==> src/rtl/aes_core_arbiter.sv <==
// aes_core_arbiter: shares one AES core between the AXI-Lite register path
// and the AXIS stream path. Requests are arbitrated round-robin on a tie. The
// winner's block and key size are latched for the core. The core is started
// with a one-cycle pulse, and its result is routed back to the winner only. A
// watchdog aborts an operation that never completes; the abort loads a zero
// result and sets a sticky error flag.
//
// Ports
//   S_AXI_clk, S_AXI_aresetn      : clock, asynchronous active-low reset
//   reg_req/mode256/block         : register path request, key size, input block
//   reg_grant/done/result         : register path accept pulse, done pulse, held result
//   strm_req/mode256/block        : stream path request, key size, input block
//   strm_grant/done/result        : stream path accept pulse, done pulse, held result
//   core_start/mode256/block      : start pulse and latched operands to the core
//   core_done/result              : completion pulse and result from the core
//   busy                          : high whenever the arbiter is not idle
//   owner                         : current or last owner (0 = register, 1 = stream)
//   err_timeout, err_clear        : sticky watchdog abort flag and its clear

module aes_core_arbiter #(
    parameter int unsigned TIMEOUT_CYC = 64
) (
    input  logic         S_AXI_clk,
    input  logic         S_AXI_aresetn,

    input  logic         reg_req,
    input  logic         reg_mode256,
    input  logic [127:0] reg_block,
    output logic         reg_grant,
    output logic         reg_done,
    output logic [127:0] reg_result,

    input  logic         strm_req,
    input  logic         strm_mode256,
    input  logic [127:0] strm_block,
    output logic         strm_grant,
    output logic         strm_done,
    output logic [127:0] strm_result,

    output logic         core_start,
    output logic         core_mode256,
    output logic [127:0] core_block,
    input  logic         core_done,
    input  logic [127:0] core_result,

    output logic         busy,
    output logic         owner,
    output logic         err_timeout,
    input  logic         err_clear
);

    localparam int unsigned BLK_W = 128;
    localparam int unsigned CNT_W = (TIMEOUT_CYC > 1) ? $clog2(TIMEOUT_CYC) : 1;

    typedef enum logic [1:0] {
        S_IDLE  = 2'd0,
        S_START = 2'd1,
        S_WAIT  = 2'd2,
        S_DONE  = 2'd3
    } state_t;

    state_t             state_q, state_d;
    logic               owner_q, owner_d;
    logic               last_owner_q, last_owner_d;
    logic [CNT_W-1:0]   wd_cnt_q, wd_cnt_d;
    logic               err_q, err_d;
    logic               core_mode_q, core_mode_d;
    logic [BLK_W-1:0]   core_block_q, core_block_d;
    logic [BLK_W-1:0]   reg_result_q, reg_result_d;
    logic [BLK_W-1:0]   strm_result_q, strm_result_d;
    logic               reg_grant_q, reg_grant_d;
    logic               strm_grant_q, strm_grant_d;
    logic               core_start_q, core_start_d;
    logic               reg_done_q, reg_done_d;
    logic               strm_done_q, strm_done_d;
    logic               busy_q, busy_d;
    logic               win;

    // Next-state and next-output logic; all outputs are registered from *_d.
    always_comb begin
        state_d       = state_q;
        owner_d       = owner_q;
        last_owner_d  = last_owner_q;
        wd_cnt_d      = wd_cnt_q;
        err_d         = err_q;
        core_mode_d   = core_mode_q;
        core_block_d  = core_block_q;
        reg_result_d  = reg_result_q;
        strm_result_d = strm_result_q;
        reg_grant_d   = 1'b0;
        strm_grant_d  = 1'b0;
        core_start_d  = 1'b0;
        reg_done_d    = 1'b0;
        strm_done_d   = 1'b0;
        win           = 1'b0;

        // Clear first so that a watchdog abort in the same cycle overrides it.
        if (err_clear) begin
            err_d = 1'b0;
        end

        case (state_q)
            S_IDLE: begin
                if (reg_req || strm_req) begin
                    // On a tie the path not served last wins.
                    win          = (reg_req && strm_req) ? ~last_owner_q : strm_req;
                    owner_d      = win;
                    core_block_d = win ? strm_block   : reg_block;
                    core_mode_d  = win ? strm_mode256 : reg_mode256;
                    reg_grant_d  = ~win;
                    strm_grant_d = win;
                    core_start_d = 1'b1;
                    state_d      = S_START;
                end
            end

            S_START: begin
                wd_cnt_d = '0;
                state_d  = S_WAIT;
            end

            S_WAIT: begin
                // A completion on the watchdog's last cycle still counts as success.
                if (core_done) begin
                    if (owner_q) begin
                        strm_result_d = core_result;
                    end else begin
                        reg_result_d  = core_result;
                    end
                    reg_done_d  = ~owner_q;
                    strm_done_d = owner_q;
                    state_d     = S_DONE;
                end else if (wd_cnt_q == CNT_W'(TIMEOUT_CYC - 1)) begin
                    err_d = 1'b1;
                    if (owner_q) begin
                        strm_result_d = '0;
                    end else begin
                        reg_result_d  = '0;
                    end
                    reg_done_d  = ~owner_q;
                    strm_done_d = owner_q;
                    state_d     = S_DONE;
                end else begin
                    wd_cnt_d = wd_cnt_q + CNT_W'(1);
                end
            end

            S_DONE: begin
                last_owner_d = owner_q;
                state_d      = S_IDLE;
            end

            default: begin
                state_d = S_IDLE;
            end
        endcase

        busy_d = (state_d != S_IDLE);
    end

    // State and output registers.
    always_ff @(posedge S_AXI_clk or negedge S_AXI_aresetn) begin
        if (!S_AXI_aresetn) begin
            state_q       <= S_IDLE;
            owner_q       <= 1'b0;
            last_owner_q  <= 1'b1;
            wd_cnt_q      <= '0;
            err_q         <= 1'b0;
            core_mode_q   <= 1'b0;
            core_block_q  <= '0;
            reg_result_q  <= '0;
            strm_result_q <= '0;
            reg_grant_q   <= 1'b0;
            strm_grant_q  <= 1'b0;
            core_start_q  <= 1'b0;
            reg_done_q    <= 1'b0;
            strm_done_q   <= 1'b0;
            busy_q        <= 1'b0;
        end else begin
            state_q       <= state_d;
            owner_q       <= owner_d;
            last_owner_q  <= last_owner_d;
            wd_cnt_q      <= wd_cnt_d;
            err_q         <= err_d;
            core_mode_q   <= core_mode_d;
            core_block_q  <= core_block_d;
            reg_result_q  <= reg_result_d;
            strm_result_q <= strm_result_d;
            reg_grant_q   <= reg_grant_d;
            strm_grant_q  <= strm_grant_d;
            core_start_q  <= core_start_d;
            reg_done_q    <= reg_done_d;
            strm_done_q   <= strm_done_d;
            busy_q        <= busy_d;
        end
    end

    assign reg_grant    = reg_grant_q;
    assign reg_done     = reg_done_q;
    assign reg_result   = reg_result_q;
    assign strm_grant   = strm_grant_q;
    assign strm_done    = strm_done_q;
    assign strm_result  = strm_result_q;
    assign core_start   = core_start_q;
    assign core_mode256 = core_mode_q;
    assign core_block   = core_block_q;
    assign busy         = busy_q;
    assign owner        = owner_q;
    assign err_timeout  = err_q;

endmodule

==> config.mk <==
export PLATFORM = sky130hd
export DESIGN_NAME = aes_core_arbiter
export DESIGN_NICKNAME = d
export VERILOG_FILES = /design/src/rtl/aes_core_arbiter.sv
export SDC_FILE = /design/constraint.sdc
export NUM_CORES = 1
export LEC_CHECK = 0
export CAP_MARGIN = 10
export CORE_AREA = 5 5 306 308
export DETAILED_ROUTE_END_ITERATION = 16
export DIE_AREA = 0 0 311 313
export PLACE_DENSITY_LB_ADDON = 0.3
export SKIP_LAST_GASP = 1
export SYNTH_ARGS = -nofsm -noshare
export SYNTH_HDL_FRONTEND = slang
export SYNTH_SLANG_ARGS = --single-unit
==> constraint.sdc <==
create_clock -name S_AXI_clk -period 3.6 [get_ports S_AXI_clk]
set_input_delay 0.72 -clock S_AXI_clk [delete_from_list [all_inputs] [get_ports S_AXI_clk]]
set_output_delay 0.72 -clock S_AXI_clk [all_outputs]
set_load 0.005 [all_outputs]
# ---- Word level (Yosys, flattened, before mapping)
# Cells that the tools add are included.
dict set report classes {
  n_eq_ne 6
  n_mux 34
  n_reduce_logical 10
  bitwise_logic 3
  add_sub_neg 1
}
# op count
set op_table {}
lappend op_table {{128-bit two-way mux} 9}
lappend op_table {{1-bit two-way mux} 18}
lappend op_table {{6-bit two-way mux} 2}
lappend op_table {{6-bit case mux with 2 select lines} 1}
lappend op_table {{3-bit AND reduction} 3}
lappend op_table {{2-bit case mux with 4 select lines} 1}
lappend op_table {{6-bit by 1-bit adder with 6-bit output (second input constant)} 1}
lappend op_table {{6-bit == test (second input constant)} 1}
lappend op_table {{2-bit two-way mux} 3}
lappend op_table {{2-bit nonzero test} 3}
lappend op_table {{2-bit == test (second input constant)} 2}
lappend op_table {{2-bit != test (second input constant)} 2}
lappend op_table {{1-bit inverter} 3}
lappend op_table {{2-bit by 1-bit == test with 1-bit output (second input constant)} 1}
lappend op_table {{2-bit logical NOT} 1}
lappend op_table {{2-bit AND reduction} 1}
lappend op_table {{1-bit logical AND} 1}
lappend op_table {{1-bit logical OR} 1}
dict set report word_totals {
  output_inout_bits 393
  word_cells 69
  regBits 402
  inputBits 392
}

# ---- Longest topological paths before layout
# Gate-level depths: netlist (run 1).
dict set report depth {
  word_depth 5
  mapped_depth 8
  ltp_nobuf 6
}

# ---- Worst setup path before layout (run 1)
# OpenSTA, ideal clock, no wires.
dict set report synth_path {
  kind {input-to-reg}
  startpoint {input strm_req}
  endpoint {register core_block_q[78] (netlist: core_block[78])}
  path_buffers 2
  required_time_ns 3.474
  slack_ns 1.829
  arrival_ns 1.645
  path_stages 5
  setup_time_ns 0.126
  cell_sequence {a21boi_2 > buf_2 > buf_2 > and3_1 > a221o_1}
}
dict set report synth_between {
  elab_chain_cells 3
  word_cells_on_any_way 5
  classes_between {mux (2); reduce/logical (3)}
}
# element line
set synth_lines {}
lappend synth_lines {{start: declaration} 33} ;# input logic strm_req,
lappend synth_lines {{1-bit logical AND} 106} ;# win = (reg_req && strm_req) ? ~last_owner_q : strm_req;
lappend synth_lines {{1-bit two-way mux} 106}
lappend synth_lines {{128-bit two-way mux} 108} ;# core_block_d = win ? strm_block : reg_block;
lappend synth_lines {{end signal: assignment} 186} ;# core_block_q <= core_block_d;
lappend synth_lines {{end: declaration} 68} ;# logic [BLK_W-1:0] core_block_q, core_block_d;
# Parallel ways exist; a longest one is shown, timed or not.
# A chain may end at the register's enable or synchronous reset.

# ---- Final worst setup path (run 1)
dict set report layout_path {
  startpoint {register strm_result_q[124] (netlist: strm_result[124])}
  endpoint {output strm_result[124]}
}
# element line
set layout_rtl {}
lappend layout_rtl {{start: declaration} 70} ;# logic [BLK_W-1:0] strm_result_q, strm_result_d;
lappend layout_rtl {{start signal: assignment} 188} ;# strm_result_q <= strm_result_d;
lappend layout_rtl {{end: declaration} 38} ;# output logic [127:0] strm_result,
# No word-level cell between the ends.

==> results of run 1 <==
## report_power, final
group	total (mW)	internal, mW	switching (mW)
clock network	4.85	2.84	2.02
logic	11.4	6.52	4.87
registers	7.78	6.36	1.42
## sequential cells by signal, indices dropped and copies added, names as in the netlist, 2 cells and up
register	cells
strm_result	128
wd_cnt_q	6
core_block	128
reg_result	128
state_q	2
## per-layer routing
layer  vias up  global-route usage (%)
met5         -                       0
met4         6                   6.901
met3       151                   5.613
met2       634                   28.28
met1      8872                   18.93
li1       7972                       -
## kinds of logic (layout without fill, tap and decap cells)
family,count (synthesis),after routing
compound gates,663,663
simple gates,410,410
flops,402,402
buf+inv,204,912
mux,48,48
fa+ha+maj,5,5
other cells,0,13
## placed cells by master, fill, tap and decap left out, types with 18 or more instances in the layout
cell type	count
clkbuf_1	18
a21bo_2	45
and4_1	129
a221o_1	83
a21oi_1	259
o21ai_0	48
buf_4	18
clkbuf_16	51
and4b_1	129
and3_1	85
mux2i_1	47
a21bo_1	211
nand2_1	49
dfrtp_1	400
clkdlybuf4s50_1	782
## through the flow
stage	setup WS, ns	instance area [sq um]	hold WS (ns)	instances	util [%]
finish	1.136	30360	0.1626	3639	33.42
CTS	0.9597	30330	0.1564	3626	33.39
global placement	1.104	28780	0.4673	3538	31.68
detailed placement	1.026	28780	0.4710	3538	31.68
floorplan	1.829	19810	0.4244	1732	-
global route	0.9996	30360	0.1861	3638	33.42
## area by class of cell
cell class              instances  area [sq um]
multi-input cells            1126          8912
well taps                    1186          1484
clock buffers                  81          1509
clock inverters                 7         41.29
repair buffers                817          8289
flip-flops and latches        402         10060
inverters                       7         26.28
fillers                      9172         60470
diodes                         13         32.53
## path summary, 6_finish.rpt
path	from	end	slack, ns	depth (start not counted)
max	strm_result[124]	strm_result[124]	1.14	1
max reg2reg	state_q[0]	strm_result[7]	1.25	6
min reg2reg	core_block[84]	core_block[84]	0.48	2
min in group S_AXI_clk	core_block[84]	core_block[84]	0.48	2
max in group asynchronous	S_AXI_aresetn	reg_result[29]	2.50	2
min	S_AXI_aresetn	reg_done	0.16	1
==> impl_metrics.ini, run 1 <==
[global_route]
grt_max_degree = 162
grt_pass1_vias = 18570
grt_usage_pct = 16.52
antenna_found_initial = 20
overflow = 0
grt_pass1_wl_mm = 125.6

[final_layout]
syn_to_final_growth_pct = 53.27
drive_above_1_share_pct = 6.680
finalNetCount = 2800

[sta]
rsz0062_at_grt = no
max_slew_margin_pct = 27.33
timing.final.crit_share_pct = 68.45
finalCriticalPeriod_ns = 2.464
clock.fmax_mhz = 405.8
setup_viol = 0
hold_viol = 0
skew_ns = 0.02047
final_max_slew_viol_count = 0
tns_ns = 0
worst_pin_slew_ns = 1.090

[synth]
synth_nets = 2129
synth_top_area_share_pct = 50.66
synth-simple-area-share_pct = 16.32
synth.ff_latch_count = 402
synthArstFlopShare_pct = 100.0
avgSynthCellArea_sq_um = 11.44
ys_warn_count = 0
synth_compound_area_share_pct = 25.66
yosysMostFrequentCell = dfrtp_1
synthFlopType = dfrtp_1
yosys-top-cells-area = dfrtp_1 (51%), a21bo_1 (11%), a21oi_1 (6.5%)
synth_cell_types = 42
muxShareOfSynthArea_pct = 2.432
syn_area_sq_um = 19810
seq_area_frac_synth_pct = 50.79
netlist_top_cells_count = dfrtp_1 (401), a21oi_1 (259), a21bo_1 (211)
synth_top_family_by_area = compound AO/OA/AOI/OAI gates
synth.largest_area_cell = dfrtp_1
synth_edf_count = 0
yosys.area_share.adder_pct = 0.3158
synth-xor-area-share_pct = 0
syn_inst = 1732

[cts]
htreeDepth = 2
cts_buffer_depth = 3
cts_setup_buffers = 0
cts_inserted_buffers = 49
clock_sinks = 402
cts_hold_buf = 0
post_cts_resized = 0
cts-root-buf = clkbuf_16
clk_latency_ns = 0.59
cts_tree = yes
path_clk_slew_ns = 0.06

[setup_path]
cp_top_family = buffers and inverters
path_cells = clkdlybuf4s50_1
startpoint_type = flip-flop
criticalPathCategory = reg -> out
cpMaxStageDelayCell = clkdlybuf4s50_1
endpoint_kind = primary output
cp.arrival_ns = 1.74
crit_fanout = 3
required_ns = 2.88
cpPeakStageDelay_ns = 0.78
critPathBufInv = 1

[die]
coreArea_sq_um = 90830
die-height_um = 313
die_w_um = 311
ios = 785
dieArea_sq_um = 97340
num_rows = 111
start_util_pct = 21.81

[routing]
wl_per_cell_um = 23.32
dr_wl_met3_mm = 6.694
final_antenna_net_count = 0
routed_via_density = 4.846
drt-initial-drc-count = 1204
dr.pass1.iters = 5
drc = 0
met2WireLength_mm = 41.39
highest_layer = met5
drt-total-wl_mm = 84.86
wl_met1_mm = 33.12
vias = 17640

[place]
dpl.hpwl_mm = 59.03
routabilityCongestion = 0.8173
io_buffers = 784

[pwr]
power_mw = 24.03
ir_worst_vdd_v = 0.0005586
power.density_nw_per_um2 = 791.7
p_leak_nw = 12.72

[flow_run]
maxCapViolCount = 0

[worst_hold_path]
min_path_type = in -> async

[status]
outcome = complete, no violations
Power figures use the tool's default switching activity.
==> run 2: changes to the inputs <==
Clock period 3.6 ns to 2.5 ns, I/O delays scaled along.
==> impl_metrics.ini, run 2 (synthesis results as in run 1) <==
[status]
outcome = complete, no violations

[global_route]
antenna_found_initial = 23
overflow = 0
grt_pass1_wl_mm = 126.6
grt_max_degree = 127
grt_pass1_vias = 18710
grt_usage_pct = 16.65

[routing]
wl_per_cell_um = 23.12
drc = 0
routed_via_density = 4.850
drt-total-wl_mm = 84.98
drt-initial-drc-count = 1138
final_antenna_net_count = 0
vias = 17830
dr.pass1.iters = 4

[sta]
setup_viol = 0
max_slew_margin_pct = 49.13
clock.fmax_mhz = 427.4
finalCriticalPeriod_ns = 2.339
tns_ns = 0
timing.final.crit_share_pct = 93.58
worst_pin_slew_ns = 0.7630
hold_viol = 0
final_max_slew_viol_count = 0
rsz0062_at_grt = no
skew_ns = 0.02142

[cts]
htreeDepth = 2
cts-root-buf = clkbuf_16
cts_inserted_buffers = 49
cts_buffer_depth = 3
path_clk_slew_ns = 0.06
clk_latency_ns = 0.58
clock_sinks = 402
cts_tree = yes
post_cts_resized = 0

[place]
io_buffers = 784
place_area_sq_um = 29080
dpl.hpwl_mm = 61.34
routabilityCongestion = 0.8504

[die]
coreArea_sq_um = 90830
ios = 785
die_w_um = 311
num_rows = 111
dieArea_sq_um = 97340
start_util_pct = 21.81
die-height_um = 313

[final_layout]
drive_above_1_share_pct = 8.165
final_cell_mix = clkdlybuf4s50_1 (782), dfrtp_1 (400), a21oi_1 (259), a21bo_1 (211)
n_fill_cell = 9168
finalNetCount = 2833
syn_to_final_growth_pct = 55.17
utilization_pct = 33.84
layout_commonest_cell = clkdlybuf4s50_1
final_cell_area_sq_um = 30740

[flow_run]
maxCapViolCount = 0

[pwr]
p_leak_nw = 12.93
p_int_mw = 22.93
seqPwrFrac_pct = 32.3
p_sw_mw = 12.03
ir_worst_vdd_v = 0.0006771
power_frac_comb_pct = 47.6
power.density_nw_per_um2 = 1138
p_clk_share_pct = 20.2
p_sw_share_pct = 34.42

[setup_path]
worstSetupPathDepth = 1
endpoint_kind = primary output
reg2reg_slack_ns = 0.44
cpPeakStageDelay_ns = 0.65
startpoint_type = flip-flop
startpoint = owner
path_cells = clkdlybuf4s50_1
cp_top_family = flip-flops
critPathBufInv = 1
cpMaxStageDelayCell = dfrtp_4
reg2reg_depth = 6
criticalPathCategory = reg -> out
required_ns = 2.00
crit_fanout = 13
endpoint = owner
cp.arrival_ns = 1.84
rr_endpoint = strm_result[50]
reg2reg_from = wd_cnt_q[0]

[worst_hold_path]
min_path_type = in -> async
run 2: cell types whose count changed in the layout (fill, tap and decap cells not counted), moves of 3 or more:
cell	change
clkinv_2	+3
diode_2	+3
clkbuf_1	-6
buf_4	+24
clkbuf_8	+3
buf_12	+6
run 2: layout make-up:
cell class | count | area (sq um) | area share (%)
Antenna cell | 16 | 40.04 | 0.1303
Clock buffer | 77 | 1503 | 4.889
Clock inverter | 12 | 80.08 | 0.2605
Inverter | 7 | 26.28 | 0.08549
Multi-Input combinational cell | 1126 | 8912 | 29.00
Sequential cell | 402 | 10060 | 32.75
Tap cell | 1186 | 1484 | 4.828
Timing Repair Buffer | 850 | 8626 | 28.06
run 2: repair_timing:
action / CTS / global route
setup buffers: 2 / 0
setup endpoints to repair: 1 / 0
hold endpoints to repair: 36 / 0
hold buffers: 1 / 0
run 2: how the worst min path moves through the flow:
stage,from,end,slack (ns),depth (start not counted)
2_1_floorplan,S_AXI_aresetn,busy,0.20,0
3_3_place_gp,core_block[89],core_block[89],0.47,2
3_5_place_dp,core_block[89],core_block[89],0.47,2
4_1_cts,err_clear,err_timeout,0.42,2
5_1_grt,S_AXI_aresetn,reg_done,0.45,2
6_report,S_AXI_aresetn,reg_done,0.44,2
run 2: stage by stage:
step | total power [mW] | hold WS [ns] | worst slack [ns] | instances
6_report | 34.96 | 0.4433 | 0.1605 | 3676
5_1_grt | 37.23 | 0.4482 | 0.07388 | 3675
4_1_cts | 35.56 | 0.4241 | 0.04220 | 3660
3_5_place_dp | 28.09 | 0.4689 | 0.2602 | 3568
3_3_place_gp | 27.78 | 0.4655 | 0.3079 | 3568
2_1_floorplan | 18.75 | 0.2044 | 0.7601 | 1732
run 2: power groups by stage:
stage          combinational [mW]  sequential (mW)  clock [mW]
2_1_floorplan                7.71             11.0           0
3_3_place_gp                 16.5             11.3           0
3_5_place_dp                 16.7             11.4           0
4_1_cts                      16.9             11.3        7.34
5_1_grt                      18.0             11.6        7.54
6_report                     16.6             11.3        7.05
run 2: per-layer routing:
layer,part of all wire (%),global-route usage [%]
met1,39,19.05
met2,48,28.05
met3,8.1,5.686
met4,4.6,7.944
met5,0.064,0
==> run 3: changes to the inputs <==
Settings changed: HOLD_SLACK_MARGIN from default to 0.03.
==> results of run 3 <==
Same layout as run 2: the final DEF is identical, and so are final timing and power.
